$ cat src/rtl/multicycle_control.sv
// Multi-cycle FSM sequencer for the MIPS-subset datapath with a memory wait timeout.
// Define MC_ADDI_EN to build the addi states (ADDI_EXEC/ADDI_WB).
module multicycle_control #(
  parameter int unsigned MEM_WAIT_MAX = 16
) (
  input  logic       clk,
  input  logic       rst_n,
  input  logic [5:0] opcode,
  input  logic [5:0] funct,
  input  logic       zero,
  input  logic       mem_ready,
  output logic       pc_write,
  output logic [1:0] pc_src,
  output logic       ir_write,
  output logic       i_or_d,
  output logic       mem_read,
  output logic       mem_write,
  output logic       reg_dst,
  output logic       mem_to_reg,
  output logic       reg_write,
  output logic       alu_src_a,
  output logic [1:0] alu_src_b,
  output logic [2:0] alu_control,
  output logic       instr_done,
  output logic       illegal,
  output logic       mem_fault,
  output logic [3:0] state
);

  typedef enum logic [3:0] {
    S_FETCH     = 4'd0,
    S_DECODE    = 4'd1,
    S_MEM_ADDR  = 4'd2,
    S_MEM_RD    = 4'd3,
    S_MEM_WB    = 4'd4,
    S_MEM_WR    = 4'd5,
    S_EXEC      = 4'd6,
    S_ALU_WB    = 4'd7,
    S_BRANCH    = 4'd8,
    S_JUMP      = 4'd9,
    S_ADDI_EXEC = 4'd10,
    S_ADDI_WB   = 4'd11
  } state_e;

  localparam logic [2:0] ALU_ADD = 3'b010;
  localparam logic [2:0] ALU_SUB = 3'b110;
  localparam logic [2:0] ALU_AND = 3'b000;
  localparam logic [2:0] ALU_OR  = 3'b001;
  localparam logic [2:0] ALU_SLT = 3'b111;
  localparam logic [7:0] WAIT_LAST = 8'(MEM_WAIT_MAX - 1);

  state_e     state_q, state_d;
  logic [7:0] cnt_q, cnt_d;

  logic op_lw, op_sw, op_r, op_beq, op_bne, op_j;
  logic fn_ok, is_mem, is_r, is_br;
  logic wait_hit;

  assign op_lw  = (opcode == 6'b100011);
  assign op_sw  = (opcode == 6'b101011);
  assign op_r   = (opcode == 6'b000000);
  assign op_beq = (opcode == 6'b000100);
  assign op_bne = (opcode == 6'b000101);
  assign op_j   = (opcode == 6'b000010);

  assign fn_ok = (funct == 6'b100000) |
                 (funct == 6'b100010) |
                 (funct == 6'b100100) |
                 (funct == 6'b100101) |
                 (funct == 6'b101010);

  assign is_mem = op_lw | op_sw;
  assign is_r   = op_r & fn_ok;
  assign is_br  = op_beq | op_bne;

`ifdef MC_ADDI_EN
  logic op_addi;
  assign op_addi = (opcode == 6'b001000);
`endif

  // Timeout fires on the last allowed cycle only if memory is still busy
  assign wait_hit = (cnt_q == WAIT_LAST) & ~mem_ready;

  assign state = state_q;

  always_ff @(posedge clk or negedge rst_n) begin
    if (!rst_n) begin
      state_q <= S_FETCH;
      cnt_q   <= '0;
    end else begin
      state_q <= state_d;
      cnt_q   <= cnt_d;
    end
  end

  always_comb begin
    state_d     = state_q;
    cnt_d       = '0;
    pc_write    = 1'b0;
    pc_src      = 2'b00;
    ir_write    = 1'b0;
    i_or_d      = 1'b0;
    mem_read    = 1'b0;
    mem_write   = 1'b0;
    reg_dst     = 1'b0;
    mem_to_reg  = 1'b0;
    reg_write   = 1'b0;
    alu_src_a   = 1'b0;
    alu_src_b   = 2'b00;
    alu_control = 3'b000;
    instr_done  = 1'b0;
    illegal     = 1'b0;
    mem_fault   = 1'b0;

    unique case (state_q)
      S_FETCH: begin
        mem_read    = 1'b1;
        alu_src_b   = 2'b01;
        alu_control = ALU_ADD;
        if (mem_ready) begin
          ir_write = 1'b1;
          pc_write = 1'b1;
          state_d  = S_DECODE;
        end else if (wait_hit) begin
          mem_fault = 1'b1;
        end else begin
          cnt_d = cnt_q + 8'd1;
        end
      end
      S_DECODE: begin
        alu_src_b   = 2'b11;
        alu_control = ALU_ADD;
        unique case (1'b1)
          is_mem:  state_d = S_MEM_ADDR;
          is_r:    state_d = S_EXEC;
          is_br:   state_d = S_BRANCH;
          op_j:    state_d = S_JUMP;
`ifdef MC_ADDI_EN
          op_addi: state_d = S_ADDI_EXEC;
`endif
          default: begin
            illegal = 1'b1;
            state_d = S_FETCH;
          end
        endcase
      end
      S_MEM_ADDR: begin
        alu_src_a   = 1'b1;
        alu_src_b   = 2'b10;
        alu_control = ALU_ADD;
        state_d     = op_lw ? S_MEM_RD : S_MEM_WR;
      end
      S_MEM_RD: begin
        mem_read = 1'b1;
        i_or_d   = 1'b1;
        if (mem_ready) begin
          state_d = S_MEM_WB;
        end else if (wait_hit) begin
          mem_fault = 1'b1;
          state_d   = S_FETCH;
        end else begin
          cnt_d = cnt_q + 8'd1;
        end
      end
      S_MEM_WB: begin
        reg_write  = 1'b1;
        mem_to_reg = 1'b1;
        instr_done = 1'b1;
        state_d    = S_FETCH;
      end
      S_MEM_WR: begin
        mem_write = 1'b1;
        i_or_d    = 1'b1;
        if (mem_ready) begin
          instr_done = 1'b1;
          state_d    = S_FETCH;
        end else if (wait_hit) begin
          mem_fault = 1'b1;
          state_d   = S_FETCH;
        end else begin
          cnt_d = cnt_q + 8'd1;
        end
      end
      S_EXEC: begin
        alu_src_a = 1'b1;
        alu_src_b = 2'b00;
        unique case (1'b1)
          (funct == 6'b100010): alu_control = ALU_SUB;
          (funct == 6'b100100): alu_control = ALU_AND;
          (funct == 6'b100101): alu_control = ALU_OR;
          (funct == 6'b101010): alu_control = ALU_SLT;
          default:              alu_control = ALU_ADD;
        endcase
        state_d = S_ALU_WB;
      end
      S_ALU_WB: begin
        reg_write  = 1'b1;
        reg_dst    = 1'b1;
        instr_done = 1'b1;
        state_d    = S_FETCH;
      end
      S_BRANCH: begin
        alu_src_a   = 1'b1;
        alu_control = ALU_SUB;
        pc_src      = 2'b01;
        pc_write    = (op_beq & zero) | (op_bne & ~zero);
        instr_done  = 1'b1;
        state_d     = S_FETCH;
      end
      S_JUMP: begin
        pc_src     = 2'b10;
        pc_write   = 1'b1;
        instr_done = 1'b1;
        state_d    = S_FETCH;
      end
`ifdef MC_ADDI_EN
      S_ADDI_EXEC: begin
        alu_src_a   = 1'b1;
        alu_src_b   = 2'b10;
        alu_control = ALU_ADD;
        state_d     = S_ADDI_WB;
      end
      S_ADDI_WB: begin
        reg_write  = 1'b1;
        instr_done = 1'b1;
        state_d    = S_FETCH;
      end
`endif
      default: state_d = S_FETCH;
    endcase
  end

endmodule

$ cat config.mk
export PLATFORM = sky130hd
export DESIGN_NAME = multicycle_control
export DESIGN_NICKNAME = d
export VERILOG_FILES = /design/src/rtl/multicycle_control.sv
export SDC_FILE = /design/constraint.sdc
export NUM_CORES = 1
export LEC_CHECK = 0
export BUFFER_PORTS_ARGS = -buffer_cell sky130_fd_sc_hd__buf_2
export CAP_MARGIN = 15
export CORE_AREA = 4 4 49 51
export DETAILED_ROUTE_END_ITERATION = 8
export DIE_AREA = 0 0 53 55
export GPL_ROUTABILITY_DRIVEN = 0
export HOLD_SLACK_MARGIN = 0.02
export PLACE_DENSITY = 0.84
export SLEW_MARGIN = 20
export SYNTH_ARGS = -nofsm -noshare
export SYNTH_HDL_FRONTEND = slang
export SYNTH_SLANG_ARGS = --single-unit
$ cat constraint.sdc
create_clock -name clk -period 2.5 [get_ports clk]
set_input_delay 0.5 -clock clk [delete_from_list [all_inputs] [get_ports clk]]
set_output_delay 0.5 -clock clk [all_outputs]
set_load 0.01 [all_outputs]
==> results_dict.tcl <==
set metrics [dict create \
    final_layout_size_suffix_gt1_share_pct 31.48 \
    drv_slew 0 \
    clk_pin_slew_ps 80 \
    p_per_area_mw_per_mm2 609.1 \
    wirelength_mm 2.645 \
    grt.overflow.total 0 \
    io_pins 39 \
    clockBufferDepth 2 \
    core_area_mm2 0.001942 \
    p_seq_share_pct 35.0 \
    status "complete, no violations" \
    synth_top_flop_cell "dfrtp_1" \
    synthCells 126 \
    synthTopCellsByArea "dfrtp_1 30%, nor2_1 7.9%, and3_1 3.8%" \
    crit_type "flip-flop to primary output" \
    internal_power_w 0.0004479 \
    cts.sinks 12 \
    fp.dieH_um 55 \
    synth_area_per_cell_um2 7.944 \
    dp_hpwl_mm 2.063 \
    crit_fanout 17 \
    die_x_um 53 \
    grt_max_degree 21 \
    dieArea_mm2 0.002915 \
    syn_area_mm2 0.001001 \
    antenna_found_initial 0 \
    cts-root-buf "clkbuf_4" \
    fin_nets 180 \
    seq_area_frac_synth_pct 30.00 \
    stdcell_count 189 \
    synth_top_area_share_pct 30.00 \
    clkLatencyLatePin_ps 270 \
    switching_share_pct 40.20 \
    hp-class "primary input to asynchronous set/reset pin" \
    min_period_ps 2282 \
    clock-skew-final_ps 4.629 \
    drt_iter0_markers 24 \
    tns_ps 0 \
    hold_ws_ps 85.77 \
    async_flop_share_pct 100.0 \
    place_area_mm2 0.001192 \
    yosysMostFrequentCell "nor2_1" \
    synth-seq-cells 12 \
    via_per_inst 5.720 \
    first_pass_iters 5 \
    syn_to_final_growth_pct 22.88 \
    ir_drop_v 0.0003713 \
    arrival_ps 1780 \
    n_antenna_cell 0 \
    hold_violations 0 \
    syn_nets 143 \
    grt_pass1_vias 979 \
    cts_tree "yes" \
    combPwrFrac_pct 44.5 \
    final_core_util_pct 63.34 \
    placedCellCount 185 \
    synth_top_cell_by_area "dfrtp_1" \
    clkPwrFrac_pct 20.6 \
    synth_commonest_cells "21 x nor2_1, 12 x dfrtp_1, 10 x nand2_1" \
    yosys_warnings 0 \
    wl_per_cell_um 13.99 \
    ant_nets 0 \
    synthDistinctLibCells 42 \
    design_area_mm2 0.001230 \
    rows 16 \
    initial_utilization_pct 51.55 \
    grt_pass1_wl_mm 4.174 \
    max_slew_margin_pct 66.37 \
    maxCapViolations 0 \
    fillers 172 \
    critPathLaunchType "flip-flop" \
    htreeDepth 1 \
    cts_made_buffers 3 \
    io_buffers 38 \
    synth_edf_count 0 \
    rsz0062_at_grt "no" \
    endpoint_kind "primary output" \
    power_switching_w 0.0003012 \
    drc 0 \
    finalCritPeriodShare_pct 91.29 \
    grt_usage_pct 19.23 \
    critical_path_required_ps 2000 \
    setup_viol 0 \
    leakage_nw 0.6077 \
    vias 1081 \
    tightestPinTransition_ps 504.5 \
    max_freq_ghz 0.4381 \
]
[per-stage QoR]
step	setup WS (ps)	power, W
finish	217.6	0.0007491
global route	59.15	0.0008033
CTS	173.8	0.0007511
detailed placement	343.8	0.0005951
global placement	450.0	0.0005831
floorplan	558.4	0.0004800
[area by class of cell]
| type | instances | area [µm²] | area share, % |
|---|---|---|---|
| Tap cell | 27 | 33.78 | 2.747 |
| Clock buffer | 4 | 36.28 | 2.950 |
| Timing Repair Buffer | 39 | 197.7 | 16.07 |
| Multi-Input combinational cell | 103 | 645.6 | 52.49 |
| Sequential cell | 12 | 301.5 | 24.52 |
| Inverter | 4 | 15.01 | 1.221 |
[timing repair]
| item | in CTS | in global routing |
|---|---|---|
| setup buffers | 0 | 0 |
| hold buffers | 0 | 0 |
| setup endpoints to repair | 0 | 1 |
| resized for setup | 0 | 1 |
[cell families (layout without fill, tap and decap cells)]
logic type      Yosys count  after routing  share of synthesized area, %
mux                       2              2                         2.125
fa+ha+maj                 1              1                         1.250
flops                    12             12                         30.00
simple gates             71             71                         39.00
xor+xnor                  8              8                         6.999
compound gates           21             21                         15.13
buf+inv                  11             47                         5.499
[worst max-delay path, stage by stage (launching register included)]
cell and delay, ps:
dfrtp_1 660, xor2_1 250, mux2_2 210, nand2_1 50
nor3_1 170, buf_2 160
[final timing paths]
kind	from	slack, ps	cells after the start	to
max	state[2]	220	5	mem_fault
min	rst_n	90	1	cnt_q[7]
max reg2reg	cnt_q[0]	820	5	state[0]
min reg2reg	cnt_q[0]	470	1	cnt_q[0]
max in group asynchronous	rst_n	2180	1	state[1]
min in group clk	cnt_q[0]	470	1	cnt_q[0]
[sequential cells by signal, summed over array words and instances (netlist names)]
register	flops
state	4
cnt_q	8
[layer usage]
metal	up-vias	track usage [%]	share of wire, %
li1	530	-	-
met1	508	22.92	42
met2	41	34.92	51
met3	2	1.877	6.1
met4	0	8.936	1.0
met5	-	0	0
[power by group through the flow]
stage / Sequential [W] / Clock [W] / Combinational, W
2_1_floorplan: 0.000241 / 0 / 0.000239
3_3_place_gp: 0.000263 / 0 / 0.000320
3_5_place_dp: 0.000265 / 0 / 0.000331
4_1_cts: 0.000261 / 0.000158 / 0.000332
5_1_grt: 0.000268 / 0.000168 / 0.000367
6_report: 0.000262 / 0.000154 / 0.000333
[cell usage in the layout (no fill, tap or decap), types with 2 or more instances in the layout]
cell | synthesis | final
buf_2 | 5 | 38
nor2_1 | 21 | 21
dfrtp_1 | 12 | 11
nand2_1 | 10 | 10
a21oi_1 | 7 | 7
and3_1 | 6 | 6
nor3_1 | 6 | 6
xor2_1 | 4 | 4
nor2b_1 | 4 | 4
nand3_1 | 4 | 4
xnor2_1 | 4 | 4
nor4_1 | 3 | 3
nand4_1 | 3 | 3
inv_1 | 3 | 3
clkbuf_4 | 0 | 3
nand2b_1 | 2 | 2
nor3b_1 | 2 | 2
o21a_1 | 2 | 2
o21ai_1 | 2 | 2
and4b_1 | 2 | 2
a221oi_1 | 2 | 2
No activity file was read; power rests on OpenSTA's default activity.
